$ cat src/rtl/vga_pkg.sv
// Shared types and default 640x480@60 timing for the VGA display engine.
package vga_pkg;

  typedef enum logic [1:0] {
    MODE_EXT   = 2'd0,
    MODE_FB    = 2'd1,
    MODE_SOLID = 2'd2,
    MODE_RSVD  = 2'd3
  } mode_e;

  localparam int unsigned DEF_H_ACTIVE = 640;
  localparam int unsigned DEF_H_FP     = 16;
  localparam int unsigned DEF_H_SYNC   = 96;
  localparam int unsigned DEF_H_BP     = 48;
  localparam int unsigned DEF_V_ACTIVE = 480;
  localparam int unsigned DEF_V_FP     = 10;
  localparam int unsigned DEF_V_SYNC   = 2;
  localparam int unsigned DEF_V_BP     = 33;

  typedef struct packed {
    logic [7:0] r;
    logic [7:0] g;
    logic [7:0] b;
  } rgb888_t;

  // One pixel's worth of state carried through the fetch-latency delay line.
  typedef struct packed {
    logic    hsync;
    logic    vsync;
    logic    blank_b;
    mode_e   mode;
    rgb888_t ext;
  } pix_stage_t;

  localparam pix_stage_t STAGE_BLANK = '{hsync: 1'b1, vsync: 1'b1, blank_b: 1'b0,
                                         mode: MODE_EXT, ext: '0};

endpackage

$ cat src/rtl/vga_timing.sv
// Horizontal/vertical counters with raw (undelayed) sync and blank generation.
module vga_timing
  import vga_pkg::*;
#(
  parameter int unsigned H_ACTIVE = DEF_H_ACTIVE,
  parameter int unsigned H_FP     = DEF_H_FP,
  parameter int unsigned H_SYNC   = DEF_H_SYNC,
  parameter int unsigned H_BP     = DEF_H_BP,
  parameter int unsigned V_ACTIVE = DEF_V_ACTIVE,
  parameter int unsigned V_FP     = DEF_V_FP,
  parameter int unsigned V_SYNC   = DEF_V_SYNC,
  parameter int unsigned V_BP     = DEF_V_BP
) (
  input  logic       clk,
  input  logic       reset,
  input  logic       pix_en,
  output logic [9:0] hcnt,
  output logic [9:0] vcnt,
  output logic       hsync_raw,
  output logic       vsync_raw,
  output logic       blank_raw_b,
  output logic       vblank_start
);

  localparam int unsigned H_TOTAL = H_ACTIVE + H_FP + H_SYNC + H_BP;
  localparam int unsigned V_TOTAL = V_ACTIVE + V_FP + V_SYNC + V_BP;

  logic h_last;
  logic v_last;

  assign h_last = (hcnt == 10'(H_TOTAL - 1));
  assign v_last = (vcnt == 10'(V_TOTAL - 1));

  always_ff @(posedge clk or posedge reset) begin
    if (reset) begin
      hcnt <= '0;
      vcnt <= '0;
    end else if (pix_en) begin
      if (h_last) begin
        hcnt <= '0;
        vcnt <= v_last ? '0 : vcnt + 10'd1;
      end else begin
        hcnt <= hcnt + 10'd1;
      end
    end
  end

  always_comb begin
    hsync_raw    = !((hcnt >= 10'(H_ACTIVE + H_FP)) && (hcnt < 10'(H_ACTIVE + H_FP + H_SYNC)));
    vsync_raw    = !((vcnt >= 10'(V_ACTIVE + V_FP)) && (vcnt < 10'(V_ACTIVE + V_FP + V_SYNC)));
    blank_raw_b  = (hcnt < 10'(H_ACTIVE)) && (vcnt < 10'(V_ACTIVE));
    vblank_start = pix_en && h_last && (vcnt == 10'(V_ACTIVE - 1));
  end

endmodule

$ cat src/rtl/vga_display_engine.sv
// VGA engine: timing, framebuffer fetch, latency-matched sync/colour pipeline, mode control.
module vga_display_engine
  import vga_pkg::*;
#(
  parameter int unsigned H_ACTIVE   = DEF_H_ACTIVE,
  parameter int unsigned H_FP       = DEF_H_FP,
  parameter int unsigned H_SYNC     = DEF_H_SYNC,
  parameter int unsigned H_BP       = DEF_H_BP,
  parameter int unsigned V_ACTIVE   = DEF_V_ACTIVE,
  parameter int unsigned V_FP       = DEF_V_FP,
  parameter int unsigned V_SYNC     = DEF_V_SYNC,
  parameter int unsigned V_BP       = DEF_V_BP,
  parameter logic [31:0] FB_BASE    = 32'h0000_0100,
  parameter int unsigned MEM_LAT    = 1,
  parameter int unsigned SCALE_LOG2 = 2
) (
  input  logic        clk,
  input  logic        reset,
  input  logic        pix_en,
  input  logic [1:0]  mode_req,
  input  logic [7:0]  ext_r,
  input  logic [7:0]  ext_g,
  input  logic [7:0]  ext_b,
  input  logic [23:0] solid_rgb,
  output logic [31:0] fb_addr,
  input  logic [31:0] fb_rdata,
  output logic [9:0]  x,
  output logic [9:0]  y,
  output logic        hsync,
  output logic        vsync,
  output logic        sync_b,
  output logic        blank_b,
  output logic [7:0]  r,
  output logic [7:0]  g,
  output logic [7:0]  b,
  output logic        frame_irq,
  output logic [15:0] frame_count
);

  localparam int unsigned FB_COLS = H_ACTIVE >> SCALE_LOG2;

  logic [9:0]  hcnt;
  logic [9:0]  vcnt;
  logic        hsync_raw;
  logic        vsync_raw;
  logic        blank_raw_b;
  logic        vblank_start;
  logic [31:0] addr_calc;
  logic [31:0] last_addr_q;
  mode_e       mode_q;
  logic [15:0] frame_cnt_q;
  pix_stage_t  cur;
  pix_stage_t  dly;
  rgb888_t     pix_rgb;
  logic        fb_rdata_unused;

  vga_timing #(
    .H_ACTIVE(H_ACTIVE), .H_FP(H_FP), .H_SYNC(H_SYNC), .H_BP(H_BP),
    .V_ACTIVE(V_ACTIVE), .V_FP(V_FP), .V_SYNC(V_SYNC), .V_BP(V_BP)
  ) u_timing (
    .clk          (clk),
    .reset        (reset),
    .pix_en       (pix_en),
    .hcnt         (hcnt),
    .vcnt         (vcnt),
    .hsync_raw    (hsync_raw),
    .vsync_raw    (vsync_raw),
    .blank_raw_b  (blank_raw_b),
    .vblank_start (vblank_start)
  );

  assign x               = hcnt;
  assign y               = vcnt;
  assign fb_rdata_unused = ^fb_rdata[31:24];

  always_comb begin
    addr_calc = FB_BASE + ((32'(vcnt >> SCALE_LOG2) * 32'(FB_COLS) + 32'(hcnt >> SCALE_LOG2)) << 2);
  end

  // Blanking presents the last visible address so the memory sees no spurious jumps.
  assign fb_addr = blank_raw_b ? addr_calc : last_addr_q;

  always_ff @(posedge clk or posedge reset) begin
    if (reset) begin
      last_addr_q <= FB_BASE;
    end else if (pix_en && blank_raw_b) begin
      last_addr_q <= addr_calc;
    end
  end

  always_ff @(posedge clk or posedge reset) begin
    if (reset) begin
      mode_q      <= MODE_EXT;
      frame_cnt_q <= '0;
      frame_irq   <= 1'b0;
    end else begin
      frame_irq <= vblank_start;
      if (vblank_start) begin
        mode_q      <= mode_e'(mode_req);
        frame_cnt_q <= frame_cnt_q + 16'd1;
      end
    end
  end

  assign frame_count = frame_cnt_q;

  always_comb begin
    cur         = STAGE_BLANK;
    cur.hsync   = hsync_raw;
    cur.vsync   = vsync_raw;
    cur.blank_b = blank_raw_b;
    cur.mode    = mode_q;
    cur.ext     = {ext_r, ext_g, ext_b};
  end

  // Sync, blank, mode and external colour ride alongside the fetch for MEM_LAT ticks.
  if (MEM_LAT == 0) begin : g_nolat
    assign dly = cur;
  end else begin : g_lat
    pix_stage_t pipe_q [MEM_LAT];
    always_ff @(posedge clk or posedge reset) begin
      if (reset) begin
        for (int unsigned i = 0; i < MEM_LAT; i++) pipe_q[i] <= STAGE_BLANK;
      end else if (pix_en) begin
        pipe_q[0] <= cur;
        for (int unsigned i = 1; i < MEM_LAT; i++) pipe_q[i] <= pipe_q[i-1];
      end
    end
    assign dly = pipe_q[MEM_LAT-1];
  end

  always_comb begin
    pix_rgb = '0;
    case (dly.mode)
      MODE_EXT: pix_rgb = dly.ext;
      MODE_FB:  pix_rgb = fb_rdata[23:0];
      default:  pix_rgb = solid_rgb;
    endcase
  end

  always_ff @(posedge clk or posedge reset) begin
    if (reset) begin
      hsync   <= 1'b1;
      vsync   <= 1'b1;
      sync_b  <= 1'b1;
      blank_b <= 1'b0;
      r       <= '0;
      g       <= '0;
      b       <= '0;
    end else if (pix_en) begin
      hsync     <= dly.hsync;
      vsync     <= dly.vsync;
      sync_b    <= dly.hsync & dly.vsync;
      blank_b   <= dly.blank_b;
      {r, g, b} <= dly.blank_b ? pix_rgb : 24'h0;
    end
  end

endmodule
$ cat config.mk
export PLATFORM = sky130hd
export DESIGN_NAME = vga_display_engine
export DESIGN_NICKNAME = d
export VERILOG_FILES = /design/src/rtl/vga_pkg.sv /design/src/rtl/vga_timing.sv /design/src/rtl/vga_display_engine.sv
export SDC_FILE = /design/constraint.sdc
export NUM_CORES = 1
export LEC_CHECK = 0
export ABC_AREA = 1
export ABC_CLOCK_PERIOD_IN_PS = 2790
export CORE_UTILIZATION = 46
export CTS_CLUSTER_SIZE = 25
export DETAILED_ROUTE_END_ITERATION = 10
export DONT_BUFFER_PORTS = 1
export GPL_TIMING_DRIVEN = 0
export PLACE_DENSITY = 0.61
export SKIP_LAST_GASP = 1
export SLEW_MARGIN = 0
export SYNTH_ARGS = -nofsm -noshare
export SYNTH_HDL_FRONTEND = slang
export SYNTH_HIERARCHICAL = 1
export SYNTH_SLANG_ARGS = --single-unit
$ cat constraint.sdc
create_clock -name clk -period 2.79 [get_ports clk]
set_input_delay 0.4185 -clock clk [delete_from_list [all_inputs] [get_ports clk]]
set_output_delay 0.4185 -clock clk [all_outputs]
set_load 0.01 [all_outputs]
* Yosys cells after proc, flatten, opt, wreduce, memory -nomap -nowiden
Cells that the tools add are included. Widths: inputs -> output; s select.
Storage, ports and cells: bits in latches 0, RAM bits 0, bits in read-only memories 0, word-level logic and storage cells 52, output and inout port bits 97, memories 0, flip-flop bits (word level) 128
Cells by class: bitwise logic cells 1, $add $sub $neg 5, divide/modulo/power cells 0, reduce and logical (&&, ||, !) cells 10, $lt $le $gt $ge 6, multiply operators 1, equal/unequal tests 4, muxes and demuxes 5, shift-type cells 0
Operators with widths (number):
- $pmux 24 s2 | 1
- $mux 32 | 1
- $mux 24 | 1
- $add 10x1->10 const B | 2
- $add 9x19->20 const A | 1
- $eq 10x10->1 const B | 2
- $lt 10x10->1 const B | 2
- $lt 10x9->1 const B | 2
- $mux 10 | 2
- $add 16x8->17 | 1
- $add 16x1->16 const B | 1
- $mul 8x3->11 const B | 1
- $eq 10x9->1 const B | 1
- $ge 10x10->1 const B | 1
- $ge 10x9->1 const B | 1
- $logic_and 1x1->1 | 6
- $eq 2x1->1 const B | 1
- $logic_not 1->1 | 2
- $logic_not 2->1 | 1
- $reduce_and 2->1 | 1
- $and 1x1->1 | 1

* Longest topological paths before layout
depth after elaboration 4, depth in mapped cells 18, mapped depth without buffers 16

* Hierarchy
The synthesis kept the hierarchy.
Modules (own cells, without submodules):
- vga_display_engine | cells each 616, times used 1, area each 5137.4 µm²
- vga_timing | cells each 163, times used 1, area each 1238.7 µm²

* Worst setup path before layout
No wires, ideal clock.
path kind flip-flop to output port, start register u_timing.vcnt[3], end output port fb_addr[17], required time 2372 ps, path buffers 0, data arrival time 2590 ps, path slack -218 ps, cell stages (with the launch flop) 16, cells stage by stage dfrtp_1 -> ha_1 -> ha_1 -> fa_1 -> nand2_1 -> inv_1 -> nand4_1 -> nand2_2 -> nand3_2 -> nand2_1 -> nand2_2 -> nor2_2 -> nand3_1 -> nand2_1 -> nand2_1 -> nand2_1
Between the ends: longest elaborated chain between the ends 4, elaborated cells on any way between the ends 6, those cells by class add/sub (2); mul (1); order compare (1); mux (1); reduce/logical (1)
RTL lines:
- start: declaration | line vga_timing.sv:18 | output logic [9:0] vcnt,
- start signal: assignment | line vga_timing.sv:41 | vcnt <= v_last ? '0 : vcnt + 10'd1;
- $mul 8x3->11 | line vga_display_engine.sv:77 | addr_calc = FB_BASE + ((32'(vcnt >> SCALE_LOG2) * 32'(FB_COLS) + 32'(hcnt >> SCALE_LOG2)) << 2);
- $add 16x8->17 | line vga_display_engine.sv:77
- $add 9x19->20 | line vga_display_engine.sv:77
- $mux 32 (*) | line vga_display_engine.sv:81 | assign fb_addr = blank_raw_b ? addr_calc : last_addr_q;
- end: declaration | line vga_display_engine.sv:25 | output logic [31:0] fb_addr,
Mark *: on every way between the ends. The rest lies on a longest branch, timed or not.

* Worst setup path after layout
start register u_timing.vcnt[3], end output port fb_addr[16]
The elaborated chain is that of the path after synthesis.

==> qor.txt <==
fin util = 0.571
yosys synthesis warning count = 6
first-pass GRT wire length = 24.6 mm
Final min period = 3.37 ns
Synth cell types = 42
Achievable Freq = 297 MHz
status = finished, violations left
final hold slack = 0.0414 ns
asr flop ratio synth = 1.00
Final Hold Vio Count = 0
most frequent cells in the layout = nand2_1, inv_1, dfrtp_1
worst skew pair latency = 0.41 ns
Max Slew Vio Count = 0
Worst setup SP type = flop
Worst-path clk slew = 0.05 ns
Avg Cell Area, Syn = 8.19 um2
Initial Utilization = 0.476
die height = 120 um
routed length per instance = 15.3 um
Yosys reg bits = 114
GR Util met1 = 0.273
failing checks = setup timing
GRT Total Usage = 0.220
hold crit path type = input pin to asynchronous set/reset pin
Mapped Area = 0.00638 mm2
H-tree levels = 4
Max Fanout on Critical Path = 6
vias in the first global route = 4970
area growth from synthesis to layout = 20.0%
post-route setup slack = -0.580 ns
Max-cap violations = 0
RSZ-0062 raised after global routing = yes
Total Power = 4.49 mW
clk root buf = clkbuf_16
setup tns final = -3.47 ns
GRT met3 Usage = 0.0623
synthesized instance count = 779
Rows = 42
peak supply drop = 0.391 mV
met2 GRT Util = 0.358
gr busiest metal = met2
Relative slew margins = 0.485
critical path arrival = 2.95 ns
number of I/O pins = 182
register area share after synthesis = 0.449
fin crit share = 1.21
Static Leak = 3.72 nW
die width = 120 um
Fillers = 1234
fin nets = 937
worst-margin pin slew = 0.772 ns
commonest non-fill, non-tap cell in the layout = nand2_1
# diodes = 0
Num Clock Sinks = 114
r2r setup slk = 0.16 ns
Crit Path Category = flop to primary output
port bufs = 0
count of final setup violators = 8
Via Count = 5275
Routed WL = 15.6 mm
number of vias per cell = 5.19
Initial DRC Count = 292
first-pass iteration count of the detailed router = 4
pwr dens = 586 mW/mm2
Critical Path End Type = primary output
antenna viol nets, final = 0
share of layout cells above drive strength 1 = 0.201
Die ar. = 0.0143 mm2
Top FF cell, synth = dfrtp_1
CTS tree = done
total CTS buffers = 17
placer congestion estimate = 0.894
largest net degree at the start of global routing = 43
Final HPWL DP = 11.5 mm
initial antenna violation count = 0
CTS max path bufs = 2
number of synthesized flops with an enable pin = 0
total gr overflow = 0
Critical Path RT = 2.37 ns
core area = 0.0134 mm2
DR DRC count = 0
clock skew = 0.00804 ns
==> kinds of logic (layout without fill, tap and decap cells) <==
| kind of cell | Yosys count | in the layout | synth area share |
|---|---|---|---|
| AO/OA/AOI/OAI | 129 | 129 | 0.123 |
| AND/OR/NAND/NOR | 308 | 308 | 0.221 |
| other | 1 | 14 | 0.000588 |
| adder cells (fa/ha/maj) | 24 | 24 | 0.0495 |
| XOR/XNOR | 28 | 28 | 0.0408 |
| multiplexers | 1 | 1 | 0.00177 |
| buffers and inverters | 174 | 223 | 0.115 |
| flip-flops | 114 | 114 | 0.449 |
==> power breakdown <==
part | internal (mW) | leakage, nW | switching (mW)
combinational | 0.151 | 2.01 | 0.284
sequential | 1.78 | 1.43 | 0.151
clock | 1.38 | 0.279 | 0.746
total | 3.31 | 3.72 | 1.18
==> cells in the mapped netlist, types with 4 or more instances <==
cell type  instances  area share
nand2_1          160       0.094
inv_1            123       0.072
dfrtp_1          108        0.42
o21ai_0           63       0.049
nor2_1            55       0.032
nand3_1           45       0.035
o22ai_1           25       0.025
a221oi_1          24       0.033
ha_1              22       0.043
clkbuf_1          21       0.012
xor2_1            19       0.026
buf_4             15       0.018
nand3_2           10       0.016
nor2_2             9      0.0088
nand2_2            8      0.0078
nand4_1            8      0.0078
a21oi_1            7      0.0055
xnor2_1            7      0.0096
dfstp_2            6       0.025
inv_2              6      0.0035
o21ai_1            5      0.0039
nor3_1             4      0.0031
==> critical path, stage by stage, from the launching register on <==
cell     delay, ns
dfrtp_2       0.50
ha_4          0.31
ha_4          0.13
fa_2          0.46
buf_6         0.15
buf_12        0.12
xnor2_4       0.14
nor2_2        0.18
nand3_2       0.13
nor2_4        0.10
nand2_1       0.05
nand2_1       0.09
nand3_2       0.08
nand2_2       0.09
==> through the flow <==
stage	setup slack (ns)	cells	area [um2]
after global placement	-0.257	968	6690
after CTS	-0.589	1008	7460
after detailed placement	-0.289	970	6730
final	-0.580	1017	7650
after global routing	-0.743	1017	7650
after floorplan	-0.0280	792	6460
==> final timing paths <==
check | cells past startpoint | endpoint | from
max in group asynchronous | 4 | vsync | reset
setup reg to reg | 18 | frame_count[14] | u_timing/hcnt[6]
hold reg to reg | 2 | last_addr_q[16] | last_addr_q[16]
min in group clk | 1 | u_timing/hcnt[0] | pix_en
hold / removal | 1 | u_timing/hcnt[0] | reset
setup / recovery | 13 | fb_addr[16] | u_timing/vcnt[3]
==> timing repair <==
action                                  4_1_cts  5_1_grt
endpoints found under the hold margin        21        0
setup buffers                                 5        9
gates resized for setup                      36       34
endpoints found under the setup margin       19       21
hold buffers                                  1        0
pin swaps                                    12       23
==> final cells by class <==
type,count,area [um2],share of cell area
repair buffers,17,168,0.0219
flip-flops and latches,114,2880,0.377
well taps,176,220,0.0288
inverters,130,495,0.0648
multi-input cells,504,3040,0.398
clock inverters,9,106,0.0139
clock buffers,23,478,0.0625
plain buffers,44,259,0.0339
==> sequential cells by signal, summed over array words and instances (netlist names) <==
signal         cells
blank_b            1
frame_count       16
u_timing/vcnt     10
last_addr_q       18
frame_irq          1
sync_b             1
dly               29
g                  8
mode_q             2
hsync              1
u_timing/hcnt     10
r                  8
b                  8
vsync              1
==> per-layer routing <==
| metal | vias up | routed length, um |
|---|---|---|
| li1 | 2601 | - |
| met1 | 2495 | 6730 |
| met2 | 158 | 7470 |
| met3 | 21 | 1030 |
| met4 | 0 | 330 |
| met5 | - | 0 |
Note: power is estimated with default switching activity, not from simulation.
